**src/rtl/msk_tof_stream_stage.sv**
```systemverilog
// Flow-controlled driver around NBITS masked HPC3 Toffoli lanes: out = (a & b) ^ c on d shares.
// Optional MSK_TOF_STREAM_FULLRATE_EN: 2-entry output FIFO, one issue per cycle.
module msk_tof_stream_stage #(
    parameter int d     = 2,
    parameter int NBITS = 4
) (
    input  logic                     clk,
    input  logic                     rst,
    input  logic                     in_valid,
    output logic                     in_ready,
    input  logic [d*NBITS-1:0]       in_a,
    input  logic [d*NBITS-1:0]       in_b,
    input  logic [d*NBITS-1:0]       in_c,
    input  logic                     rnd_valid,
    output logic                     rnd_ready,
    input  logic [NBITS*d*(d-1)-1:0] rnd,
    output logic                     out_valid,
    input  logic                     out_ready,
    output logic [d*NBITS-1:0]       out_sh
);

    localparam int RND_W    = NBITS*d*(d-1);
    localparam int SH_W     = d*NBITS;
    localparam int PER_LANE = d*(d-1);

    // Unordered share pair {i,j} -> index; each pair owns bits r (2p) and r' (2p+1) of a lane slice.
    function automatic int pair_idx(input int i, input int j);
        int lo;
        int hi;
        lo = (i < j) ? i : j;
        hi = (i < j) ? j : i;
        return lo*d - (lo*(lo+1))/2 + (hi - lo - 1);
    endfunction

    logic                   w_fire;
    logic                   w_slot_free;
    logic                   w_vld_p1;
    logic [SH_W-1:0]        w_a_p0;
    logic [SH_W-1:0]        w_b_p0;
    logic [SH_W-1:0]        w_c_p0;
    logic [RND_W-1:0]       w_rnd_p0;
    logic [NBITS-1:0]       w_u_p0 [d][d];
    logic [NBITS-1:0]       w_v_p0 [d][d];
    logic [NBITS-1:0]       r_u_p1 [d][d];
    logic [NBITS-1:0]       r_v_p1 [d][d];
    logic [SH_W-1:0]        r_bprev_p1;
    logic [SH_W-1:0]        w_z_p1;

    assign w_fire    = in_valid & rnd_valid & w_slot_free & ~rst;
    assign in_ready  = w_fire;
    assign rnd_ready = w_fire;

    // p0: issue cycle; gadget inputs are zero unless operands and randomness are consumed now
    assign w_a_p0   = w_fire ? in_a : '0;
    assign w_b_p0   = w_fire ? in_b : '0;
    assign w_c_p0   = w_fire ? in_c : '0;
    assign w_rnd_p0 = w_fire ? rnd  : '0;

    // Diagonal keeps a_i and c_i; a_i & b_i is formed next cycle against the replayed b.
    always_comb begin
        for (int i = 0; i < d; i++) begin
            for (int j = 0; j < d; j++) begin
                w_u_p0[i][j] = '0;
                w_v_p0[i][j] = '0;
                for (int l = 0; l < NBITS; l++) begin
                    if (i == j) begin
                        w_u_p0[i][j][l] = w_a_p0[i*NBITS+l];
                        w_v_p0[i][j][l] = w_c_p0[i*NBITS+l];
                    end else begin
                        w_u_p0[i][j][l] = w_a_p0[i*NBITS+l] &
                            (w_b_p0[j*NBITS+l] ^ w_rnd_p0[l*PER_LANE + 2*pair_idx(i, j)]);
                        w_v_p0[i][j][l] = (~w_a_p0[i*NBITS+l] & w_rnd_p0[l*PER_LANE + 2*pair_idx(i, j)]) ^
                            w_rnd_p0[l*PER_LANE + 2*pair_idx(i, j) + 1];
                    end
                end
            end
        end
    end

    // p1: gadget registers plus previous-cycle b; shares recombined in the in-flight cycle
    always_ff @(posedge clk) begin
        r_u_p1 <= w_u_p0;
        r_v_p1 <= w_v_p0;
    end

    always_ff @(posedge clk) begin
        if (rst) begin
            r_bprev_p1 <= '0;
        end else begin
            r_bprev_p1 <= w_b_p0;
        end
    end

    always_comb begin
        w_z_p1 = '0;
        for (int i = 0; i < d; i++) begin
            for (int l = 0; l < NBITS; l++) begin
                w_z_p1[i*NBITS+l] = (r_u_p1[i][i][l] & r_bprev_p1[i*NBITS+l]) ^ r_v_p1[i][i][l];
                for (int j = 0; j < d; j++) begin
                    if (j != i) begin
                        w_z_p1[i*NBITS+l] = w_z_p1[i*NBITS+l] ^ r_u_p1[i][j][l] ^ r_v_p1[i][j][l];
                    end
                end
            end
        end
    end

`ifdef MSK_TOF_STREAM_FULLRATE_EN
    logic            r_vld_p1;
    logic [1:0]      r_cnt_p2;
    logic            r_wr_ptr;
    logic            r_rd_ptr;
    logic [SH_W-1:0] r_mem_p2 [2];
    logic            w_push;
    logic            w_pop;

    assign w_vld_p1    = r_vld_p1;
    assign w_push      = r_vld_p1;
    assign w_pop       = (r_cnt_p2 != 2'd0) & out_ready;
    assign w_slot_free = ~((r_cnt_p2 == 2'd2) | ((r_cnt_p2 == 2'd1) & r_vld_p1 & ~out_ready));

    // p2: two-entry result FIFO
    always_ff @(posedge clk) begin
        if (rst) begin
            r_vld_p1    <= 1'b0;
            r_cnt_p2    <= 2'd0;
            r_wr_ptr    <= 1'b0;
            r_rd_ptr    <= 1'b0;
            r_mem_p2[0] <= '0;
            r_mem_p2[1] <= '0;
        end else begin
            r_vld_p1 <= w_fire;
            if (w_push) begin
                r_mem_p2[r_wr_ptr] <= w_z_p1;
                r_wr_ptr           <= ~r_wr_ptr;
            end
            if (w_pop) begin
                r_rd_ptr <= ~r_rd_ptr;
            end
            r_cnt_p2 <= r_cnt_p2 + {1'b0, w_push} - {1'b0, w_pop};
        end
    end

    assign out_valid = (r_cnt_p2 != 2'd0);
    assign out_sh    = r_mem_p2[r_rd_ptr];
`else
    typedef enum logic [1:0] {
        S_IDLE   = 2'd0,
        S_FLIGHT = 2'd1,
        S_HOLD   = 2'd2
    } state_t;

    state_t          r_state;
    state_t          w_state_nxt;
    logic            w_vld_p2;
    logic [SH_W-1:0] r_out_p2;

    always_ff @(posedge clk) begin
        if (rst) begin
            r_state <= S_IDLE;
        end else begin
            r_state <= w_state_nxt;
        end
    end

    always_comb begin
        w_state_nxt = r_state;
        case (r_state)
            S_IDLE:   w_state_nxt = w_fire ? S_FLIGHT : S_IDLE;
            S_FLIGHT: w_state_nxt = S_HOLD;
            S_HOLD: begin
                if (out_ready) begin
                    w_state_nxt = w_fire ? S_FLIGHT : S_IDLE;
                end
            end
            default:  w_state_nxt = S_IDLE;
        endcase
    end

    always_comb begin
        w_vld_p1    = 1'b0;
        w_vld_p2    = 1'b0;
        w_slot_free = 1'b0;
        case (r_state)
            S_IDLE:   w_slot_free = 1'b1;
            S_FLIGHT: w_vld_p1    = 1'b1;
            S_HOLD: begin
                w_vld_p2    = 1'b1;
                w_slot_free = out_ready;
            end
            default:  w_slot_free = 1'b0;
        endcase
    end

    // p2: single-entry output buffer
    always_ff @(posedge clk) begin
        if (rst) begin
            r_out_p2 <= '0;
        end else if (w_vld_p1) begin
            r_out_p2 <= w_z_p1;
        end
    end

    assign out_valid = w_vld_p2;
    assign out_sh    = r_out_p2;
`endif

endmodule

```
**config.mk**
```make
export PLATFORM = sky130hd
export DESIGN_NAME = msk_tof_stream_stage
export DESIGN_NICKNAME = d
export VERILOG_FILES = /design/src/rtl/msk_tof_stream_stage.sv
export SDC_FILE = /design/constraint.sdc
export NUM_CORES = 1
export LEC_CHECK = 0
export CAP_MARGIN = 20
export CORE_MARGIN = 4
export CORE_UTILIZATION = 25
export DETAILED_ROUTE_END_ITERATION = 7
export PLACE_DENSITY = 0.58
export SYNTH_ARGS = -nofsm -noshare
export SYNTH_HDL_FRONTEND = slang
export SYNTH_SLANG_ARGS = --single-unit
```
**constraint.sdc**
```tcl
create_clock -name clk -period 1.2 [get_ports clk]
set_input_delay 0.18 -clock clk [delete_from_list [all_inputs] [get_ports clk]]
set_output_delay 0.18 -clock clk [all_outputs]
set_load 0.05 [all_outputs]
```
==> metrics <==
final non-filler cell total=334; grt total ovfl=0; Max-Cap Viols=0; Setup Skew=0.00312 ns; fraction of layout cells with a size suffix above 1=25.9%; largest net degree at the start of global routing=15; DP Area=2730 sq um; multi-input logic area=920 sq um; Area contributors post-synth=dfxtp_1 (50%), xnor3_1 (8.9%), and2_4 (8.3%); DRC=0; Hold/Removal Path Class=in -> reg; Synthesized Nets=208; Inserted Clock Buffers=5; fmax=0.692 GHz; CP required=1.02 ns; hold path start=in_c[5]; Initial DRC Count=19; status=complete, but fails checks; DR vias/cell=3.75; Detail Route Antenna Nets=0; global-route wire length before repair=6190 um; Initial Util=25.9%; nature of the critical path endpoint=output pin; Mapped Cells=171; kind of critical path=in -> out; Seq/Total Area, Yosys=49.7%; R2R Setup Slk=-0.12 ns; reg-to-reg endpoint=r_u_p1[9]$_DFF_P_; Leak=0.00122 uW; Psw=759 uW; failing checks=setup timing; CTS tree=yes; Hold-fix buffers, CTS=0; Core Footprint=7770 sq um; die area=9550 sq um; post-synth top area cell=dfxtp_1; total track usage=8.29%; max incr delay on CP=0.47 ns; Peak VDD IR=423 uV; Slew HR=84.3%; final setup fails=35; Critical-path top delay cell=clkdlybuf4s50_1; most used cell, CP=buf_12; HPWL after DPL=2860 um; Yosys cell types=22; Critical Path AT=1.26 ns; FF-to-FF path depth=7; Hold WS=0.440 ns; Period minus WS final=1.44 ns; internal power=2490 uW; sequential power share=53.6%; root buffer cell=clkbuf_8; total power=3250 uW; # rows=32; Ant. Diodes=0; final hold violations=0; P per Cell Area=1130 nW/um^2; Max clock buf depth=2; Startpoint Class=input pin; Reg area=1010 sq um; final wirelength=3720 um; chip width=97.7 um; dpl cells=321; gp weighted congestion=0.688; Area growth syn-to-layout=42.8%; Final WS setup=-0.244 ns; post-synthesis instance area=2010 sq um; Sw Share=23.4%; vias=1252; Worst-Skew Late Latency=0.29 ns; drt pass-1 iters=2; Ports=48; Clock Sinks=50; cell family with most CP delay=buffers and inverters; Worst Path Max Fanout=3; Comb pwr share=16.0%; Reg2Reg Launch Point=r_state[1]$_SDFFE_PP0P_; post-synth top area share=49.7%; number of fill cells=788; Clk pwr share=30.4%; buffers added on ports=47; H-tree Lvls=2; Die Y=97.7 um; Hold Path End=r_v_p1[1]$_SDFF_PP0_; Buffers & Inverters on Critical Path=4; hold depth=2; yosys warns=0; wire per inst=11.1 um; syn_area_per_cell=11.8 sq um; Slew Viols, Final=0; initial antenna violation count=0; post-place setup slack=-0.377 ns; vias in the first global route=1325; Final Cycle Share=120%; unrepaired setup endpoints after global routing=yes; CP Cell Sequence=clkdlybuf4s50_1, o2111ai_4, inv_4, buf_12, buf_12; Worst-Margin Slew=0.235 ns; clock slew at reported path FFs=0.09 ns; flops & latches, synth=50; Final #Nets=268; design area=2880 sq um
what timing repair did:
| action | CTS | global route |
|---|---|---|
| buffers inserted | 3 | 2 |
| setup endpoints to repair | 3 | 35 |
| pin swaps | 1 | 0 |
| resized for setup | 3 | 3 |
metal layers:
metal  wire length [um]  vias up  share of wire, %  global-route usage (%)
met4                 66        0               1.8                    4.47
met1               1600      560                43                    9.80
met2               1890       27                51                    14.1
met3                164        5               4.4                    1.71
met5                  0        -                 0                       0
li1                   -      660                 -                       -
synth_stat cells (all sizes together):
cell type	instances
dfxtp	50
xnor2	16
and2	24
o2111ai	1
nand2	8
a211oi	8
and3	8
inv	4
buf	7
nor2b	8
and2b	2
a21oi	1
xnor3	8
nor2	18
xor2	8
power by group through the flow:
stage	registers [uW]	logic, uW	clock network, uW
2_1_floorplan	1820	218	0
3_3_place_gp	1780	513	0
6_report	1740	520	987
3_5_place_dp	1780	516	0
5_1_grt	1750	562	1090
4_1_cts	1740	525	1030
cell usage in the layout (no fill, tap or decap):
master	count
buf_12	13
a211oi_2	1
and3_1	8
and2b_1	1
inv_1	2
nor2b_1	8
dfxtp_1	48
and2_1	4
inv_2	1
xnor2_1	16
clkdlybuf4s50_1	35
dlygate4sd2_1	1
and2_4	20
inv_4	1
o2111ai_4	1
clkinv_2	1
and2b_2	1
dfxtp_4	1
clkbuf_1	1
xor2_1	8
a21oi_1	1
dfxtp_2	1
clkbuf_8	6
nor2_2	1
nand2_1	8
xnor3_1	8
buf_6	1
buf_8	1
nor2_1	16
nor2_8	1
a211oi_1	7
buf_4	9
flip-flops by register name, indices dropped and copies added, names as in the netlist:
register / cells
r_v_p1: 16
r_u_p1: 16
out_sh: 8
r_state: 2
r_bprev_p1: 8
final cells by class:
class | count | share of cell area, %
Sequential cell | 50 | 35.0
Multi-Input combinational cell | 110 | 32.0
Timing Repair Buffer | 60 | 24.8
Tap cell | 102 | 4.44
Clock buffer | 7 | 3.00
Inverter | 4 | 0.609
Clock inverter | 1 | 0.174
per-stage QoR:
stage | TNS (ns) | utilization (%)
finish | -2.34 | 37.0
global placement | -9.94 | 35.2
detailed placement | -10.94 | 35.2
floorplan | -0.0404 | -
CTS | -1.46 | 36.7
global route | -4.04 | 37.0
worst max-delay path by stage:
stage	start	end	slack, ns	cells past startpoint
final	out_ready	in_ready	-0.24	5
after CTS	r_state[1]$_SDFFE_PP0P_	in_ready	-0.26	5
after global routing	r_state[1]$_SDFFE_PP0P_	in_ready	-0.30	5
after global placement	rst	in_ready	-0.36	6
after detailed placement	rst	in_ready	-0.38	6
after floorplan	r_state[1]$_SDFFE_PP0P_	rnd_ready	-0.04	5
cell families after synthesis:
logic type	count (synthesis)	synth area share, %
AND/OR/NAND/NOR	68	21.3
buffers and inverters	11	4.79
AO/OA/AOI/OAI	10	4.79
flip-flops	50	49.7
XOR/XNOR	32	19.4
No activity file was read; power rests on OpenSTA's default activity.
